$ cat src/rtl/ram82s21_wr.sv
// ram82s21_wr: write sequencer for a Signetics 82S21 32x2 bipolar RAM slice.
// Buffers one write request and drives A/I/CE plus the WE0_N/WE1_N/WCLK_N
// strobes through programmable setup, pulse and hold windows. While idle the
// RAM address follows rd_addr so downstream readers see live data.
// Optional feature: define RAM82S21_VERIFY_EN to add a readback-and-compare
// phase (VREAD/VCMP) that flags mismatches on verify_err.
module ram82s21_wr #(
  parameter int unsigned SETUP_CYC = 1,
  parameter int unsigned PULSE_CYC = 2,
  parameter int unsigned HOLD_CYC  = 1
) (
  input  logic       clk,
  input  logic       reset_n,
  input  logic       req_valid,
  output logic       req_ready,
  input  logic [4:0] req_addr,
  input  logic [1:0] req_data,
  input  logic [1:0] req_mask,
  input  logic [4:0] rd_addr,
  output logic [4:0] A,
  output logic [1:0] I,
  output logic       CE,
  output logic       WE0_N,
  output logic       WE1_N,
  output logic       WCLK_N,
  output logic       LATCH_N,
  input  logic [1:0] ram_d,
  output logic       busy,
  output logic       done,
  output logic       verify_err
);

  localparam int unsigned ADDR_W = 5;
  localparam int unsigned DATA_W = 2;
  localparam int unsigned CNT_W  = 4;

  // Counter reload values for each window (counter counts down to zero).
  localparam logic [CNT_W-1:0] SETUP_LD = CNT_W'(SETUP_CYC - 1);
  localparam logic [CNT_W-1:0] PULSE_LD = CNT_W'(PULSE_CYC - 1);
  localparam logic [CNT_W-1:0] HOLD_LD  = CNT_W'((HOLD_CYC == 0) ? 0 : HOLD_CYC - 1);

  // Reject window lengths the 4-bit counter cannot represent.
  if (SETUP_CYC < 1 || SETUP_CYC > 15) begin : g_bad_setup
    $error("ram82s21_wr: SETUP_CYC must be 1..15");
  end
  if (PULSE_CYC < 1 || PULSE_CYC > 15) begin : g_bad_pulse
    $error("ram82s21_wr: PULSE_CYC must be 1..15");
  end
  if (HOLD_CYC > 15) begin : g_bad_hold
    $error("ram82s21_wr: HOLD_CYC must be 0..15");
  end

  typedef enum logic [2:0] {
    ST_IDLE,
    ST_SETUP,
    ST_PULSE,
    ST_HOLD
`ifdef RAM82S21_VERIFY_EN
    ,
    ST_VREAD,
    ST_VCMP
`endif
  } state_e;

  state_e            state_q, state_d;
  logic [CNT_W-1:0]  cnt_q, cnt_d;
  logic [ADDR_W-1:0] addr_q, addr_d;
  logic [DATA_W-1:0] data_q, data_d;
  logic [DATA_W-1:0] mask_q, mask_d;
  logic              ce_q, ce_d;
  logic              we0_n_q, we0_n_d;
  logic              we1_n_q, we1_n_d;
  logic              wclk_n_q, wclk_n_d;
  logic              busy_q, busy_d;
  logic              done_q, done_d;
  logic              req_ready_q, req_ready_d;
  logic              wr_end;

`ifdef RAM82S21_VERIFY_EN
  logic              verify_err_q, verify_err_d;
  logic              mismatch_c;

  // Readback compare: only bits that were actually written are checked.
  always_comb begin
    mismatch_c = |((ram_d ^ data_q) & mask_q);
  end
`else
  logic [DATA_W-1:0] unused_ram_d;
  assign unused_ram_d = ram_d;
`endif

  // Next-state, counter and next registered pin values.
  always_comb begin
    state_d = state_q;
    cnt_d   = cnt_q;
    addr_d  = addr_q;
    data_d  = data_q;
    mask_d  = mask_q;
    done_d  = 1'b0;
    wr_end  = 1'b0;
`ifdef RAM82S21_VERIFY_EN
    verify_err_d = 1'b0;
`endif

    case (state_q)
      ST_IDLE: begin
        if (req_valid && req_ready_q) begin
          addr_d  = req_addr;
          data_d  = req_data;
          mask_d  = req_mask;
          cnt_d   = SETUP_LD;
          state_d = ST_SETUP;
        end
      end
      ST_SETUP: begin
        if (cnt_q == '0) begin
          cnt_d   = PULSE_LD;
          state_d = ST_PULSE;
        end else begin
          cnt_d = cnt_q - CNT_W'(1);
        end
      end
      ST_PULSE: begin
        if (cnt_q == '0) begin
          if (HOLD_CYC == 0) begin
            wr_end = 1'b1;
          end else begin
            cnt_d   = HOLD_LD;
            state_d = ST_HOLD;
          end
        end else begin
          cnt_d = cnt_q - CNT_W'(1);
        end
      end
      ST_HOLD: begin
        if (cnt_q == '0) begin
          wr_end = 1'b1;
        end else begin
          cnt_d = cnt_q - CNT_W'(1);
        end
      end
`ifdef RAM82S21_VERIFY_EN
      ST_VREAD: begin
        state_d = ST_VCMP;
      end
      ST_VCMP: begin
        state_d      = ST_IDLE;
        done_d       = 1'b1;
        verify_err_d = mismatch_c;
      end
`endif
      default: begin
        state_d = ST_IDLE;
        cnt_d   = '0;
      end
    endcase

    // End of the write strobe sequence: read back or finish.
    if (wr_end) begin
      cnt_d = '0;
`ifdef RAM82S21_VERIFY_EN
      state_d = ST_VREAD;
`else
      state_d = ST_IDLE;
      done_d  = 1'b1;
`endif
    end

    // RAM control pins are decoded from the next state so they are flops.
    ce_d        = !((state_d == ST_SETUP) || (state_d == ST_PULSE) || (state_d == ST_HOLD));
    we0_n_d     = !((state_d == ST_PULSE) && mask_d[0]);
    we1_n_d     = !((state_d == ST_PULSE) && mask_d[1]);
    wclk_n_d    = !(state_d == ST_PULSE);
    busy_d      = (state_d != ST_IDLE);
    req_ready_d = (state_d == ST_IDLE);
  end

  // State, request copy and registered outputs; synchronous active-low reset.
  always_ff @(posedge clk) begin
    if (!reset_n) begin
      state_q     <= ST_IDLE;
      cnt_q       <= '0;
      addr_q      <= '0;
      data_q      <= '0;
      mask_q      <= '0;
      ce_q        <= 1'b1;
      we0_n_q     <= 1'b1;
      we1_n_q     <= 1'b1;
      wclk_n_q    <= 1'b1;
      busy_q      <= 1'b0;
      done_q      <= 1'b0;
      req_ready_q <= 1'b1;
    end else begin
      state_q     <= state_d;
      cnt_q       <= cnt_d;
      addr_q      <= addr_d;
      data_q      <= data_d;
      mask_q      <= mask_d;
      ce_q        <= ce_d;
      we0_n_q     <= we0_n_d;
      we1_n_q     <= we1_n_d;
      wclk_n_q    <= wclk_n_d;
      busy_q      <= busy_d;
      done_q      <= done_d;
      req_ready_q <= req_ready_d;
    end
  end

`ifdef RAM82S21_VERIFY_EN
  // Verify error flag, pulsed together with done.
  always_ff @(posedge clk) begin
    if (!reset_n) begin
      verify_err_q <= 1'b0;
    end else begin
      verify_err_q <= verify_err_d;
    end
  end
  assign verify_err = verify_err_q;
`else
  assign verify_err = 1'b0;
`endif

  // Idle address tracks the live read address; otherwise the held write address.
  assign A         = (state_q == ST_IDLE) ? rd_addr : addr_q;
  assign I         = data_q;
  assign CE        = ce_q;
  assign WE0_N     = we0_n_q;
  assign WE1_N     = we1_n_q;
  assign WCLK_N    = wclk_n_q;
  assign LATCH_N   = 1'b1;
  assign busy      = busy_q;
  assign done      = done_q;
  assign req_ready = req_ready_q;

endmodule

$ cat config.mk
export PLATFORM = sky130hd
export DESIGN_NAME = ram82s21_wr
export DESIGN_NICKNAME = d
export VERILOG_FILES = /design/src/rtl/ram82s21_wr.sv
export SDC_FILE = /design/constraint.sdc
export NUM_CORES = 1
export LEC_CHECK = 0
export CORE_MARGIN = 2
export CORE_UTILIZATION = 41
export CTS_CLUSTER_DIAMETER = 60
export DETAILED_ROUTE_END_ITERATION = 7
export GPL_ROUTABILITY_DRIVEN = 0
export GPL_TIMING_DRIVEN = 0
export HOLD_SLACK_MARGIN = 0.08
export PLACE_DENSITY = 0.73
export SYNTH_ARGS = -nofsm -noshare
export SYNTH_HDL_FRONTEND = slang
export SYNTH_SLANG_ARGS = --single-unit
$ cat constraint.sdc
create_clock -name clk -period 1.5 [get_ports clk]
set_input_delay 0.375 -clock clk [delete_from_list [all_inputs] [get_ports clk]]
set_output_delay 0.375 -clock clk [all_outputs]
set_load 0.005 [all_outputs]
==> flow_results.org <==
** Floorplan
- The die is 56.2 um wide.
- Number of placed I/O pins :: 35
- Die height :: 56.2 um
- In this run the standard cell core region covers 0.00252 mm^2.
- Starting Density :: 44.3%
- Total Die Area :: 0.00316 mm^2
- Row count :: 18

** Drt
- Number of search-and-repair iterations in the first detailed-routing pass :: 4
- Average vias per placed instance :: 5.55
- Routed WL per cell :: 15.6 um
- After detailed routing, the total wire length is 3430 um.
- The detail route stage leaves a number of antenna-violating nets equal to 0.
- The routed layout has 1220 vias.
- For this block, the initial DRC count from the detailed router was 27.
- For this run, design rule violations remaining after detail routing come to 0.

** Yosys
- Area contributors post-synth :: sky130_fd_sc_hd__dfxtp_1, sky130_fd_sc_hd__nand2_1, sky130_fd_sc_hd__a2111oi_2
- Most common flop cell mapped by yosys :: sky130_fd_sc_hd__dfxtp_1
- The synthesized design spends more area on one cell type than any other, namely sky130_fd_sc_hd__dfxtp_1.
- Synthesis Warnings :: 0
- Sequential area share after synthesis :: 41.2%
- The cell area that synthesis handed to floorplanning was 0.00112 mm^2.
- The netlist uses 40 different library cells.
- For this run, asynchronously set or reset flops after synthesis account for 0%.
- Counting flops and latches in the post-synthesis netlist gives 23.
- In this run the biggest area consumer among cell types represents 41.2% of the synthesized area.
- In this run the mean area of a mapped cell was 8.74 um^2.
- Post-Syn Instances :: 128
- Counting flops with a built-in enable in the synthesized netlist gives 0.

** Timing
- The number of pins with negative max-slew slack in the final report came to 0.
- Final setup violation count :: 8
- The clock arrives with 0.0137 ns of skew.
- The final hold violation count came to 0.
- Achievable frequency :: 0.518 GHz
- Post-Route Hold Slack :: 0.488 ns
- After layout, the worst path uses 129% of the clock period.
- The smallest clock period supported by the final layout is computed as 1.93 ns.
- Fin worst setup slack :: -0.431 ns
- Setup repair after global routing missed its margin :: true

** Global route
- Antenna violations before repair :: 0
- Sum of overflow across all layers after global routing :: 0
- GR Util All Layers :: 20.3%
- First-pass GRT wire length :: 5130 um
- Maximum number of pins on one net before global-route repair :: 14
- Number of global-route vias before repair :: 1142

** Pwr
- Total power for the finished layout comes to 1.35 mW.
- Int Pwr :: 0.956 mW
- Total power per unit cell area :: 715 mW/mm^2
- Part of the power in combinational logic :: 29.1%
- For this design the total switching power over the nets is 0.391 mW.
- Fraction of power spent switching nets :: 29.0%
- Per report_power, the clock group accounts for 21.8% of the total.
- Fraction of power consumed by sequential logic :: 49.1%
- The analysis attributes to cell leakage a power of 0.810 nW.
- VDD sags by at most 0.575 mV.

** Run status
- The run finished, with violations left.
- Violations in the final reports :: setup timing

** Layout
- Filler cell count :: 172
- Number of nets in the layout :: 212
- Cell area after layout :: 0.00188 mm^2
- Most used cells in the layout excluding fill and tap cells :: sky130_fd_sc_hd__buf_4, sky130_fd_sc_hd__dfxtp_1, sky130_fd_sc_hd__clkdlybuf4s50_1, sky130_fd_sc_hd__nand2_1, sky130_fd_sc_hd__dlygate4sd2_1
- The repair_antennas step left the layout with diodes totalling 0.
- Area taken by flip-flops and latches :: 470 um^2
- Synth-to-layout area growth :: 68.3%
- The multi-input combinational cells in the finished layout cover a total of 734 um^2.
- In the final layout, the share of cells above drive strength 1 is 41.6%.
- The library cell used most frequently in the layout, excluding fill and tap cells, is sky130_fd_sc_hd__buf_4.
- Final core area utilization :: 74.7%

** Clock network
- Deepest level of the CTS H-tree :: 1
- TritonCTS created 3 clock buffers.
- The root buffer cell chosen for the clock tree is sky130_fd_sc_hd__clkbuf_4.
- CTS clock-pin slew for the worst setup and hold paths :: 0.14 ns
- In this run the deepest clock path goes through 2 buffers.
- CTS tree :: built
- Clock latency of the later-clocked register in the worst-skew pair :: 0.32 ns
- Clock net sink count :: 23

** Placed design
- DP Worst Slack :: -0.590 ns
- Quantity of I/O buffers inserted on ports :: 30
- After legalization and detailed placement, the total HPWL measured 1930 um.
- Instance area after placement :: 0.00147 mm^2

** Job
- The tool flagged a number of max-cap violations equal to 0.

** Worst setup path
- Data arrives at the worst endpoint at 1.56 ns.
- Setup crit start kind :: register
- Critical path data required time :: 1.12 ns
- Peak fanout along the critical path :: 6
- The critical path in this run is classified as register to output port.
- Capturing element type of the critical path :: output port

** Hold path
- Tightest Hold Check Type :: register to register
==> cells in the mapped netlist (3+ instances only) <==
| cell type | instances |
|---|---|
| sky130_fd_sc_hd__o21ai_1 | 7 |
| sky130_fd_sc_hd__dfxtp_1 | 23 |
| sky130_fd_sc_hd__o2111ai_1 | 3 |
| sky130_fd_sc_hd__nand2_1 | 20 |
| sky130_fd_sc_hd__a21oi_1 | 8 |
| sky130_fd_sc_hd__a2111oi_2 | 3 |
| sky130_fd_sc_hd__nand3_1 | 8 |
| sky130_fd_sc_hd__inv_1 | 6 |
| sky130_fd_sc_hd__buf_4 | 4 |
| sky130_fd_sc_hd__and3_1 | 3 |
==> critical path, stage by stage (launching register included) <==
cell	delay, ns
sky130_fd_sc_hd__dfxtp_2	0.35
sky130_fd_sc_hd__buf_6	0.12
sky130_fd_sc_hd__buf_8	0.12
sky130_fd_sc_hd__nor3_4	0.21
sky130_fd_sc_hd__buf_6	0.14
sky130_fd_sc_hd__buf_12	0.10
sky130_fd_sc_hd__nand2_4	0.04
sky130_fd_sc_hd__nand2_2	0.06
sky130_fd_sc_hd__buf_6	0.09
==> cell type report <==
cell class                 count  share of cell area, %
multi-input combinational     92                   39.0
timing repair buffer          58                   28.3
sequential                    23                   25.0
buffer                         7                   3.06
tap                           30                   1.99
clock buffer                   3                   1.20
inverter                       6                   1.20
clock inverter                 1                  0.266
==> flip-flops by register name, indices dropped and copies added, names as in the netlist <==
register,flops
addr_q,5
cnt_q,4
state_q,3
I,2
mask_q,2
CE,1
WCLK_N,1
WE0_N,1
WE1_N,1
busy,1
done,1
req_ready,1
==> power groups by stage <==
stage | Sequential [mW] | Clock (mW) | Combinational, mW
after detailed placement | 0.669 | 0 | 0.254
after global placement | 0.668 | 0 | 0.248
after global routing | 0.664 | 0.318 | 0.418
final | 0.661 | 0.294 | 0.392
after CTS | 0.657 | 0.293 | 0.322
after floorplan | 0.666 | 0 | 0.141
==> stage by stage <==
stage,setup TNS (ns),instances
after floorplan,0,129
after global placement,-8.27,189
after detailed placement,-8.85,189
after CTS,-1.89,209
after global routing,-2.85,220
final,-2.10,220
==> final timing paths <==
| check | slack, ns | cells after the start | from | endpoint |
|---|---|---|---|---|
| worst min-delay path | 0.49 | 2 | addr_q[0]$_SDFFE_PN0P_ | addr_q[0]$_SDFFE_PN0P_ |
| worst max-delay path | -0.43 | 8 | state_q[0]$_SDFF_PN0_ | A[0] |
| worst max register to register | -0.05 | 6 | state_q[0]$_SDFF_PN0_ | cnt_q[3]$_SDFFE_PP0P_ |
| worst min register to register | 0.49 | 2 | addr_q[0]$_SDFFE_PN0P_ | addr_q[0]$_SDFFE_PN0P_ |
==> routing by layer <==
metal,global-route usage [%],share of wire (%),vias to the layer above
met2,36.8,56,32
met5,0,0,-
met4,8.84,1.3,0
met3,4.19,4.1,6
met1,22.6,39,601
li1,-,-,581
==> what timing repair did <==
item,CTS,global route
cloned,1,0
endpoints found under the setup margin,24,21
hold buffers,0,0
pin swaps,17,17
setup buffers,16,13
resized for setup,64,24
==> kinds of logic after synthesis <==
family	Yosys count	synth area share, %
other cells	2	0.671
mux	1	0.895
xor+xnor	1	0.783
buf+inv	14	6.26
fa+ha+maj	2	2.24
compound gates	37	24.6
simple gates	48	23.4
flops	23	41.2
No activity file was read; power rests on OpenSTA's default activity.
